$ cat config.mk
export PLATFORM = sky130hd
export DESIGN_NAME = gpu_rasterizer
export DESIGN_NICKNAME = d
export VERILOG_FILES = /design/src/rtl/gpu_rasterizer.sv
export SDC_FILE = /design/constraint.sdc
export NUM_CORES = 1
export LEC_CHECK = 0
export ABC_AREA = 1
export CORE_UTILIZATION = 50
export DETAILED_ROUTE_END_ITERATION = 6
export MAX_ROUTING_LAYER = met4
export PLACE_DENSITY = 0.74
export REMOVE_ABC_BUFFERS = 1
export SLEW_MARGIN = 10
export SYNTH_ARGS = -nofsm -noshare
export SYNTH_HDL_FRONTEND = slang
export SYNTH_SLANG_ARGS = --single-unit
$ cat constraint.sdc
create_clock -name clk -period 12.7 [get_ports clk]
set_clock_uncertainty 0.15 [all_clocks]
set_input_delay 2.54 -clock clk [delete_from_list [all_inputs] [get_ports clk]]
set_output_delay 2.54 -clock clk [all_outputs]
set_load 0.01 [all_outputs]
$ cat src/rtl/gpu_rasterizer.sv
// gpu_rasterizer: pops rectangle ops from the GPU op FIFO and writes them into
// the 1-bpp back framebuffer at one pixel per cycle, either as a solid fill or
// as a 1-bit asset-memory sprite scaled by a power of two.

package gpu_rasterizer_pkg;
  localparam int GPU_ASSET_ADDR_WIDTH = 12;

  typedef struct packed {
    logic [10:0]                     x;
    logic [10:0]                     y;
    logic [10:0]                     width;
    logic [10:0]                     height;
    logic                            color;
    logic                            mem_en;
    logic [GPU_ASSET_ADDR_WIDTH-1:0] mem_addr;
    logic [1:0]                      scale;
  } gpu_op_t;
endpackage

module gpu_rasterizer
  import gpu_rasterizer_pkg::*;
#(
  parameter int HOR_ACTIVE_PIXELS = 640,
  parameter int VER_ACTIVE_PIXELS = 480,
  parameter int ASSET_ADDR_WIDTH  = GPU_ASSET_ADDR_WIDTH,
  parameter int FB_ADDR_WIDTH     = $clog2(HOR_ACTIVE_PIXELS*VER_ACTIVE_PIXELS)
) (
  input  logic                        clk,
  input  logic                        rst,
  input  logic                        ce,
  input  gpu_op_t                     op,
  input  logic                        op_empty,
  output logic                        op_rd_en,
  output logic [ASSET_ADDR_WIDTH-1:0] asset_addr,
  input  logic                        asset_data,
  output logic                        fb_wr_en,
  output logic [FB_ADDR_WIDTH-1:0]    fb_addr,
  output logic                        fb_data,
  output logic                        idle
);

  // state   | meaning
  // S_IDLE  | waiting for an op; pops when the FIFO is non-empty
  // S_LOAD  | FIFO data valid; latch op and initialise the walk
  // S_DRAW  | issue one pixel per cycle (asset read + address compute)
  // S_FLUSH | last pixel's write goes out; may pop the next op
  typedef enum logic [1:0] {S_IDLE, S_LOAD, S_DRAW, S_FLUSH} state_t;

  localparam logic [11:0]              HOR_LIM  = 12'(HOR_ACTIVE_PIXELS);
  localparam logic [11:0]              VER_LIM  = 12'(VER_ACTIVE_PIXELS);
  localparam logic [FB_ADDR_WIDTH-1:0] ROW_STEP = FB_ADDR_WIDTH'(HOR_ACTIVE_PIXELS);

  state_t                      state_q, state_d;
  logic [10:0]                 x_q, x_d, y_q, y_d, w_q, w_d, h_q, h_d;
  logic [10:0]                 col_q, col_d, row_q, row_d;
  logic                        color_q, color_d, mem_en_q, mem_en_d;
  logic [1:0]                  scale_q, scale_d;
  logic [ASSET_ADDR_WIDTH-1:0] row_base_q, row_base_d, stride_q, stride_d;
  logic [FB_ADDR_WIDTH-1:0]    row_start_q, row_start_d, fb_addr_q, fb_addr_d;
  logic                        fb_wr_en_q, fb_wr_en_d;
  logic [11:0]                 px, py;
  logic [2:0]                  blk_mask;
  logic                        last_col, last_pix, pop;

  assign px       = {1'b0, x_q} + {1'b0, col_q};
  assign py       = {1'b0, y_q} + {1'b0, row_q};
  assign blk_mask = 3'((4'd1 << scale_q) - 4'd1);
  assign last_col = (col_q == w_q - 11'd1);
  assign last_pix = last_col && (row_q == h_q - 11'd1);
  // A pop is allowed from IDLE and from FLUSH so consecutive ops run without a bubble.
  assign pop      = ((state_q == S_IDLE) || (state_q == S_FLUSH)) && !op_empty;

  assign op_rd_en   = pop && !rst;
  assign asset_addr = row_base_q + ASSET_ADDR_WIDTH'(col_q >> scale_q);
  assign fb_wr_en   = fb_wr_en_q;
  assign fb_addr    = fb_addr_q;
  // The asset ROM answers one cycle after asset_addr, i.e. in the write stage.
  assign fb_data    = mem_en_q ? asset_data : color_q;
  assign idle       = (state_q == S_IDLE) && op_empty;

  // Next-state logic for the op sequencer.
  always_comb begin
    state_d = state_q;
    case (state_q)
      S_IDLE:  if (pop) state_d = S_LOAD;
      S_LOAD:  state_d = ((op.width == 11'd0) || (op.height == 11'd0)) ? S_IDLE : S_DRAW;
      S_DRAW:  if (last_pix) state_d = S_FLUSH;
      S_FLUSH: state_d = pop ? S_LOAD : S_IDLE;
      default: state_d = S_IDLE;
    endcase
  end

  // Datapath next-state: op latch, pixel walk, asset row base and write stage.
  always_comb begin
    x_d         = x_q;
    y_d         = y_q;
    w_d         = w_q;
    h_d         = h_q;
    color_d     = color_q;
    mem_en_d    = mem_en_q;
    scale_d     = scale_q;
    col_d       = col_q;
    row_d       = row_q;
    row_base_d  = row_base_q;
    stride_d    = stride_q;
    row_start_d = row_start_q;
    fb_addr_d   = fb_addr_q;
    fb_wr_en_d  = 1'b0;
    case (state_q)
      S_LOAD: begin
        x_d         = op.x;
        y_d         = op.y;
        w_d         = op.width;
        h_d         = op.height;
        color_d     = op.color;
        mem_en_d    = op.mem_en;
        scale_d     = op.scale;
        col_d       = 11'd0;
        row_d       = 11'd0;
        row_base_d  = ASSET_ADDR_WIDTH'(op.mem_addr);
        stride_d    = ASSET_ADDR_WIDTH'(op.width >> op.scale);
        // One constant multiply per op; rows after this step by adding ROW_STEP.
        row_start_d = FB_ADDR_WIDTH'(op.y) * ROW_STEP;
      end
      S_DRAW: begin
        fb_wr_en_d = (px < HOR_LIM) && (py < VER_LIM);
        fb_addr_d  = row_start_q + FB_ADDR_WIDTH'(px);
        if (last_col) begin
          col_d       = 11'd0;
          row_d       = row_q + 11'd1;
          row_start_d = row_start_q + ROW_STEP;
          // Advance to the next asset row once every 2^scale screen rows.
          if ((row_q[2:0] & blk_mask) == blk_mask) row_base_d = row_base_q + stride_q;
        end else begin
          col_d = col_q + 11'd1;
        end
      end
      default: ;
    endcase
  end

  // State and datapath registers; everything holds while ce is low.
  always_ff @(posedge clk or posedge rst) begin
    if (rst) begin
      state_q     <= S_IDLE;
      x_q         <= '0;
      y_q         <= '0;
      w_q         <= '0;
      h_q         <= '0;
      color_q     <= 1'b0;
      mem_en_q    <= 1'b0;
      scale_q     <= '0;
      col_q       <= '0;
      row_q       <= '0;
      row_base_q  <= '0;
      stride_q    <= '0;
      row_start_q <= '0;
      fb_addr_q   <= '0;
      fb_wr_en_q  <= 1'b0;
    end else if (ce) begin
      state_q     <= state_d;
      x_q         <= x_d;
      y_q         <= y_d;
      w_q         <= w_d;
      h_q         <= h_d;
      color_q     <= color_d;
      mem_en_q    <= mem_en_d;
      scale_q     <= scale_d;
      col_q       <= col_d;
      row_q       <= row_d;
      row_base_q  <= row_base_d;
      stride_q    <= stride_d;
      row_start_q <= row_start_d;
      fb_addr_q   <= fb_addr_d;
      fb_wr_en_q  <= fb_wr_en_d;
    end
  end

endmodule

# After elaboration in Yosys (flattened, before gate mapping)
# Cells that the tools add are included.
[word_totals] ff_bits=135 in_bits=65 word_cells=78
[classes] n_addsub=11 n_mul=1 magnitude_cmp=2 n_eq_ne=10 n_shift=3 mux=16 n_bitwise=1 n_reduce_logical=19
[op_table] cell="$pmux 11 s2" count=2
[op_table] cell="$pmux 19 s2" count=1
[op_table] cell="$add 11x11->12" count=2
[op_table] cell="$add 12x12->12" count=2
[op_table] cell="$mux 12" count=2
[op_table] cell="$pmux 12 s2" count=1
[op_table] cell="$shr 11x2->12" count=2
[op_table] cell="$add 11x1->11 const B" count=2
[op_table] cell="$eq 11x11->1" count=2
[op_table] cell="$logic_not 11->1" count=2
[op_table] cell="$mux 11" count=2
[op_table] cell="$sub 11x1->11 const B" count=2
[op_table] cell="$add 19x10->19 const B" count=1
[op_table] cell="$add 19x12->19" count=1
[op_table] cell="$mux 19" count=1
[op_table] cell="$lt 12x10->1 const B" count=1
[op_table] cell="$lt 12x9->1 const B" count=1
[op_table] cell="$mul 11x3->12 const B" count=1
[op_table] cell="$ne 2x2->1 const B" count=4
[op_table] cell="$pmux 2 s4" count=1
[op_table] cell="$mux 2" count=3
[op_table] cell="$reduce_and 2->1" count=3
[op_table] cell="$reduce_and 3->1" count=2
[op_table] cell="$logic_and 1x1->1" count=5
[op_table] cell="other kinds (12)" count=17

# Logic depth before layout (Yosys ltp)
# Gate-level depths: netlist of run 1.
[logic_depth] depth_word=7 mapped_depth=21 depth_no_buf=21

# Least setup slack after synthesis of run 1
# OpenSTA, ideal clock, no wires.
[synth_path] path_type="input-to-output" from="input port op_empty" to="output port op_rd_en" t_arrival_ps=2841 slack_ps=7169 cell_stages=1 n_path_buf=0 cell_sequence="nor3_1"
[synth_between] elab_chain_cells=3
[synth_lines] element="start: declaration" line_no="32" text="input logic op_empty,"
[synth_lines] element="$logic_not 1->1" line_no="71" text="assign pop = ((state_q == S_IDLE) || (state_q == S_FLUSH)) && !op_empty;"
[synth_lines] element="$logic_and 1x1->1" line_no="71"
[synth_lines] element="$logic_and 1x1->1" line_no="73" text="assign op_rd_en = pop && !rst;"
[synth_lines] element="end: declaration" line_no="33" text="output logic op_rd_en,"
# No other way between the ends.

# Worst setup path in the final report of run 1
[layout_path] from="register scale_q[1]" to="output port asset_addr[8]"
[layout_between] elab_chain_cells=2
[layout_lines] element="start: declaration" line_no="57" text="logic [1:0] scale_q, scale_d;"
[layout_lines] element="start signal: assignment" line_no="168" text="scale_q <= scale_d;"
[layout_lines] element="$shr 11x2->12" line_no="74" text="assign asset_addr = row_base_q + ASSET_ADDR_WIDTH'(col_q >> scale_q);"
[layout_lines] element="$add 12x12->12" line_no="74"
[layout_lines] element="end: declaration" line_no="34" text="output logic [ASSET_ADDR_WIDTH-1:0] asset_addr,"
# No other way between the ends.

==> results.yml, run 1 <==
yosys:
  synth-seq-cells: 127
  yosysTopAreaCell: "dfrtp_1"
  synth_cells: 1430
  synth.distinct_cells: 49
  synth-edff-count: 0
  yosys-top-cells-area: "dfrtp_1 32%, nand2_1 18%, ha_1 9.6%"
  async_flop_share_pct: 100
  ys.warnings.count: 0
  synthFlopType: "dfrtp_1"
  synth.yosys.seq_area_share_pct: 32.2
  syn-cell-area_um2: 9880
  avgSynthCellArea_um2: 6.91
  yosys-top-cells-count: "470 x nand2_1, 166 x inv_1, 127 x dfrtp_1"
  synth_top_area_share_pct: 32.2
  synth_most_common_cell: "nand2_1"
timing:
  post-route-period-util_pct: 51.3
  tightest_slew_ns: 0.971
  rsz0062_at_grt: "no"
  min_period_ns: 6.51
  worst_slack_ns: 6.19
  slew_viol_final: 0
  fmax_mhz: 154
  setup_viol: 0
  relSlewSlack_pct: 35.1
  fin_setup_tns_ns: 0
  finalHoldViolCount: 0
power_and_ir_drop:
  p_switching_mw: 1.19
  power_density_nw_per_um2: 226
  intPower_mw: 1.45
  swShare_pct: 45.2
  fin_total_pwr_mw: 2.64
  ir_worst_vdd_mv: 0.113
  pwr-share-clk_pct: 18.8
  seq_power_share_pct: 27.8
  leakagePower_nw: 5.85
  comb_power_share_pct: 53.4
critical_path:
  worstPathRequired_ns: 10.01
  endpoint_kind: "primary output"
  start_kind: "flop"
  path_class: "flop to primary output"
  worstPathMaxFanout: 12
  cp.arrival_ns: 3.82
finish:
  syn2layout_area_growth_pct: 18.4
  final_area_um2: 11700
  multiInputGateArea_um2: 5910
  nNetsFinal: 1665
  fillers: 1877
  antenna_cells: 0
  ff_latch_area_um2: 3180
  fin_util_pct: 60.3
  drive_gt1_share_pct: 4.11
clock_tree:
  ctsHoldBuffers: 0
  clk_pin_slew_ns: 0.05
  clock_path_buffers: 2
  htreeDepth: 4
  cts_tree: "done"
  cts.sinks: 127
  root_buffer: "clkbuf_16"
  clk_latency_ns: 0.42
  cts_setup_buffers: 0
  postCtsResizedCells: 0
  numCtsBuffers: 17
drt:
  first_pass_iters: 5
  wl_mm: 24.8
  viasPerCell: 5.26
  vias: 9450
  first_iter_violations: 621
  ant_nets: 0
  route.met3.wl_mm: 1.09
  highest_layer: "met4"
  wl_met1_mm: 11.6
  wl_met2_mm: 11.6
  wl_per_cell_um: 13.8
  drc: 0
floorplan:
  core_area_um2: 19400
  row_count: 51
  die_h_um: 143
  start_util_pct: 50.9
  die_w_um: 143
  die_area_um2: 20300
  ios: 100
flow_run:
  maxCapViolCount: 0
hold_path:
  hp-class: "flop to flop"
global_routing:
  grt_pass1_vias: 8839
  grt_pass1_wl_mm: 42.1
  grtUsageTotal_pct: 26.8
  antenna_found_initial: 0
  grt_overflow_total: 0
  grt_max_degree: 72
placement:
  post-dp-hpwl_mm: 19.0
  portBuffers: 99
  place_ws_ns: 6.25
  dpl_cell_area_um2: 11100
  gp_congestion: 0.909
status:
  outcome: "finished, final reports clean"
layout make-up:
| cell class | instances | share of cell area, % |
|---|---|---|
| clock inverters | 14 | 1.43 |
| repair buffers | 103 | 8.73 |
| well taps | 265 | 2.84 |
| multi-input cells | 1100 | 50.6 |
| clock buffers | 18 | 3.76 |
| inverters | 171 | 5.51 |
| flip-flops and latches | 127 | 27.2 |
kinds of logic (layout without fill, tap and decap cells):
family | after synthesis | after routing | synth area share, %
AND/OR/NAND/NOR | 725 | 725 | 30.8
other | 1 | 1 | 0.0380
AO/OA/AOI/OAI | 222 | 222 | 12.1
adder cells (fa/ha/maj) | 80 | 80 | 10.4
multiplexers | 6 | 6 | 0.608
flip-flops | 127 | 127 | 32.2
buffers and inverters | 203 | 306 | 8.01
XOR/XNOR | 66 | 66 | 5.85
registers in the layout, indices dropped and copies added, names as in the netlist:
register,count
col_q,11
color_q,1
fb_addr,19
fb_wr_en,1
h_q,11
mem_en_q,1
row_base_q,12
row_q,11
row_start_q,12
scale_q,2
state_q,2
stride_q,11
w_q,11
x_q,11
y_q,11
power groups by stage:
stage | combinational [mW] | sequential, mW | clock, mW
after floorplan | 0.964 | 0.698 | 0
after global placement | 1.37 | 0.732 | 0
after detailed placement | 1.40 | 0.734 | 0
after CTS | 1.41 | 0.730 | 0.501
after global routing | 1.60 | 0.757 | 0.521
final | 1.41 | 0.733 | 0.496
layer usage:
layer | vias up | GRT usage [%]
li1 | 4830 | -
met1 | 4349 | 34.7
met2 | 231 | 43.5
met3 | 40 | 4.14
met4 | 0 | 7.47
met5 | - | -
worst paths after layout:
check	from	depth (start not counted)	to	slack (ns)
max in group asynchronous	rst	3	fb_addr[7]$_DFFE_PP0P_	8.56
min in group asynchronous	rst	2	color_q$_DFFE_PP0P_	2.46
worst min register to register	fb_addr[14]$_DFFE_PP0P_	2	fb_addr[14]$_DFFE_PP0P_	0.33
worst max register to register	col_q[0]$_DFFE_PP0P_	19	fb_addr[17]$_DFFE_PP0P_	8.96
worst max-delay path	scale_q[1]$_DFFE_PP0P_	14	asset_addr[8]	6.19
worst min-delay path	fb_addr[14]$_DFFE_PP0P_	2	fb_addr[14]$_DFFE_PP0P_	0.33
layout by cell type, fill, tap and decap left out, types with 10 or more instances in the layout:
master	instances
nor2_1	90
clkdlybuf4s50_1	99
o21ai_1	16
ha_1	76
dfrtp_1	127
xnor2_1	20
nor3_1	19
nand2_1	469
a21oi_1	58
inv_1	165
nand4_1	18
o21ai_0	113
clkbuf_16	17
nand3_1	92
xor2_1	46
o211ai_1	10
worst max-delay path: stages (launching register included):
cell and delay (ns):
dfrtp_1 0.56, clkinv_1 0.32, or2_2 0.36, nand2_1 0.10
inv_1 0.06, fa_1 0.43, o21ai_0 0.31, nand2_1 0.09
nand2_1 0.07, a21oi_1 0.08, inv_1 0.06, a21oi_1 0.05
o21ai_0 0.18, xor2_1 0.17, clkdlybuf4s50_1 0.55
metrics by stage:
stage / cells / hold WS, ns
2_1_floorplan: 1398 / 0.299
3_3_place_gp: 1766 / 0.311
3_5_place_dp: 1766 / 0.315
4_1_cts: 1798 / 0.331
5_1_grt: 1798 / 0.342
6_report: 1798 / 0.325
(Power assumes the default switching activity.)
==> run 2: changes to the inputs <==
- clock period: 12.7 -> 6.55 ns (I/O delays scaled with it)
==> results.yml, run 2 (synthesis results as in run 1) <==
power_and_ir_drop:
  pwr-share-clk_pct: 19.3
  comb_power_share_pct: 53.0
  ir_worst_vdd_mv: 0.215
  fin_total_pwr_mw: 5.16
  intPower_mw: 2.85
  swShare_pct: 44.7
  seq_power_share_pct: 27.8
  power_density_nw_per_um2: 441
  leakagePower_nw: 5.86
  p_switching_mw: 2.31
finish:
  final_area_um2: 11700
  multiInputGateArea_um2: 5910
  drive_gt1_share_pct: 3.98
  antenna_cells: 0
  final_cell_mix: "469 x nand2_1, 165 x inv_1, 127 x dfrtp_1"
  largest_reg_flops: 19
  nNetsFinal: 1665
  syn2layout_area_growth_pct: 18.5
  final_common_cell: "nand2_1"
  fillers: 1858
  ff_latch_area_um2: 3180
critical_path:
  crit_chain: "clkinv_1 -> or2_2 -> nand2_1 -> inv_1 -> fa_1 -> o21ai_0 -> nand2_1 -> nand2_1 -> a21oi_1 -> inv_1 -> a21oi_1 -> o21ai_0 -> xor2_1 -> clkdlybuf4s50_1"
  path_class: "flop to primary output"
  cp_slowest_stage_delay_ns: 0.56
  r2r_slack_ns: 2.88
  start_kind: "flop"
  slowest_stage: "dfrtp_1"
  worstPathRequired_ns: 5.09
  crit_buf_inv: 4
  critical_path.most_common_cell: "nand2_1"
  crit_family: "buffers and inverters"
  worstPathMaxFanout: 12
  cp.arrival_ns: 3.80
  endpoint_kind: "primary output"
timing:
  tightest_slew_ns: 1.01
  slew_viol_final: 0
  min_period_ns: 5.26
  post-route-period-util_pct: 80.4
  relSlewSlack_pct: 32.7
  rsz0062_at_grt: "no"
  setup_viol: 0
  finalHoldViolCount: 0
  fin_setup_tns_ns: 0
  fmax_mhz: 190
drt:
  first_pass_iters: 6
  wl_per_cell_um: 14.1
  vias: 9384
  wl_mm: 25.3
  viasPerCell: 5.22
  first_iter_violations: 555
  drc: 0
  ant_nets: 0
placement:
  gp_congestion: 0.933
  portBuffers: 99
  post-dp-hpwl_mm: 19.2
  dpl_cell_area_um2: 11100
floorplan:
  die_h_um: 143
  die_area_um2: 20300
  die_w_um: 143
  start_util_pct: 50.9
  ios: 100
  row_count: 51
  core_area_um2: 19400
flow_run:
  maxCapViolCount: 0
global_routing:
  antenna_found_initial: 0
  grt_pass1_vias: 8824
  grtUsageTotal_pct: 27.4
  grt_overflow_total: 0
  grt_pass1_wl_mm: 42.6
  grt_max_degree: 77
clock_tree:
  clock_path_buffers: 2
  cts_setup_buffers: 0
  postCtsResizedCells: 0
  ctsHoldBuffers: 0
  clk_pin_slew_ns: 0.06
  cts_tree: "done"
  numCtsBuffers: 17
  cts.sinks: 127
  htreeDepth: 4
  root_buffer: "clkbuf_16"
  clk_latency_ns: 0.43
status:
  outcome: "finished, final reports clean"
hold_path:
  hp-class: "flop to flop"
[run 2: path summary, 6_finish.rpt]
path	start	endpoint	cells after the start
min in group asynchronous	rst	h_q[10]$_DFFE_PP0P_	2
max	scale_q[1]$_DFFE_PP0P_	asset_addr[8]	14
min	fb_addr[14]$_DFFE_PP0P_	fb_addr[14]$_DFFE_PP0P_	2
min reg2reg	fb_addr[14]$_DFFE_PP0P_	fb_addr[14]$_DFFE_PP0P_	2
max in group asynchronous	rst	fb_addr[10]$_DFFE_PP0P_	3
max reg2reg	col_q[2]$_DFFE_PP0P_	fb_addr[17]$_DFFE_PP0P_	17
[run 2: worst register-to-register path: cells and delay by family (launching register included)]
| kind | cells | cell delay (ns) |
|---|---|---|
| flip-flops | 1 | 0.47 |
| adder cells (fa/ha/maj) | 2 | 0.61 |
| buffers and inverters | 1 | 0.07 |
| XOR/XNOR | 1 | 0.14 |
| AND/OR/NAND/NOR | 8 | 1.09 |
| AO/OA/AOI/OAI | 5 | 0.99 |
[run 2: per-stage QoR]
stage | hold slack, ns | utilization [%] | setup WS, ns | cells
after floorplan | 0.299 | - | 1.71 | 1398
after global placement | 0.311 | 57.1 | 1.78 | 1766
after detailed placement | 0.314 | 57.1 | 1.74 | 1766
after CTS | 0.330 | 60.3 | 1.28 | 1797
after global routing | 0.353 | 60.3 | 0.933 | 1797
final | 0.322 | 60.3 | 1.29 | 1797
[run 2: area by class of cell]
type	instances	share of cell area (%)
multi-input combinational	1100	50.5
sequential	127	27.1
timing repair buffer	103	8.72
inverter	171	5.50
clock buffer	20	3.90
tap	265	2.83
clock inverter	11	1.40
[run 2: power groups by stage]
stage / Clock [mW] / Combinational, mW / Sequential (mW)
finish: 0.994 / 2.73 / 1.43
global route: 1.05 / 3.09 / 1.47
CTS: 1.01 / 2.73 / 1.42
detailed placement: 0 / 2.70 / 1.43
global placement: 0 / 2.67 / 1.42
floorplan: 0 / 1.87 / 1.35
[run 2: layer usage]
layer / up-vias / global-route usage (%) / wire length [um]
li1: 4833 / - / -
met1: 4283 / 35.9 / 12200
met2: 224 / 43.4 / 11600
met3: 44 / 4.58 / 1000
met4: 0 / 8.49 / 493
met5: - / - / 0
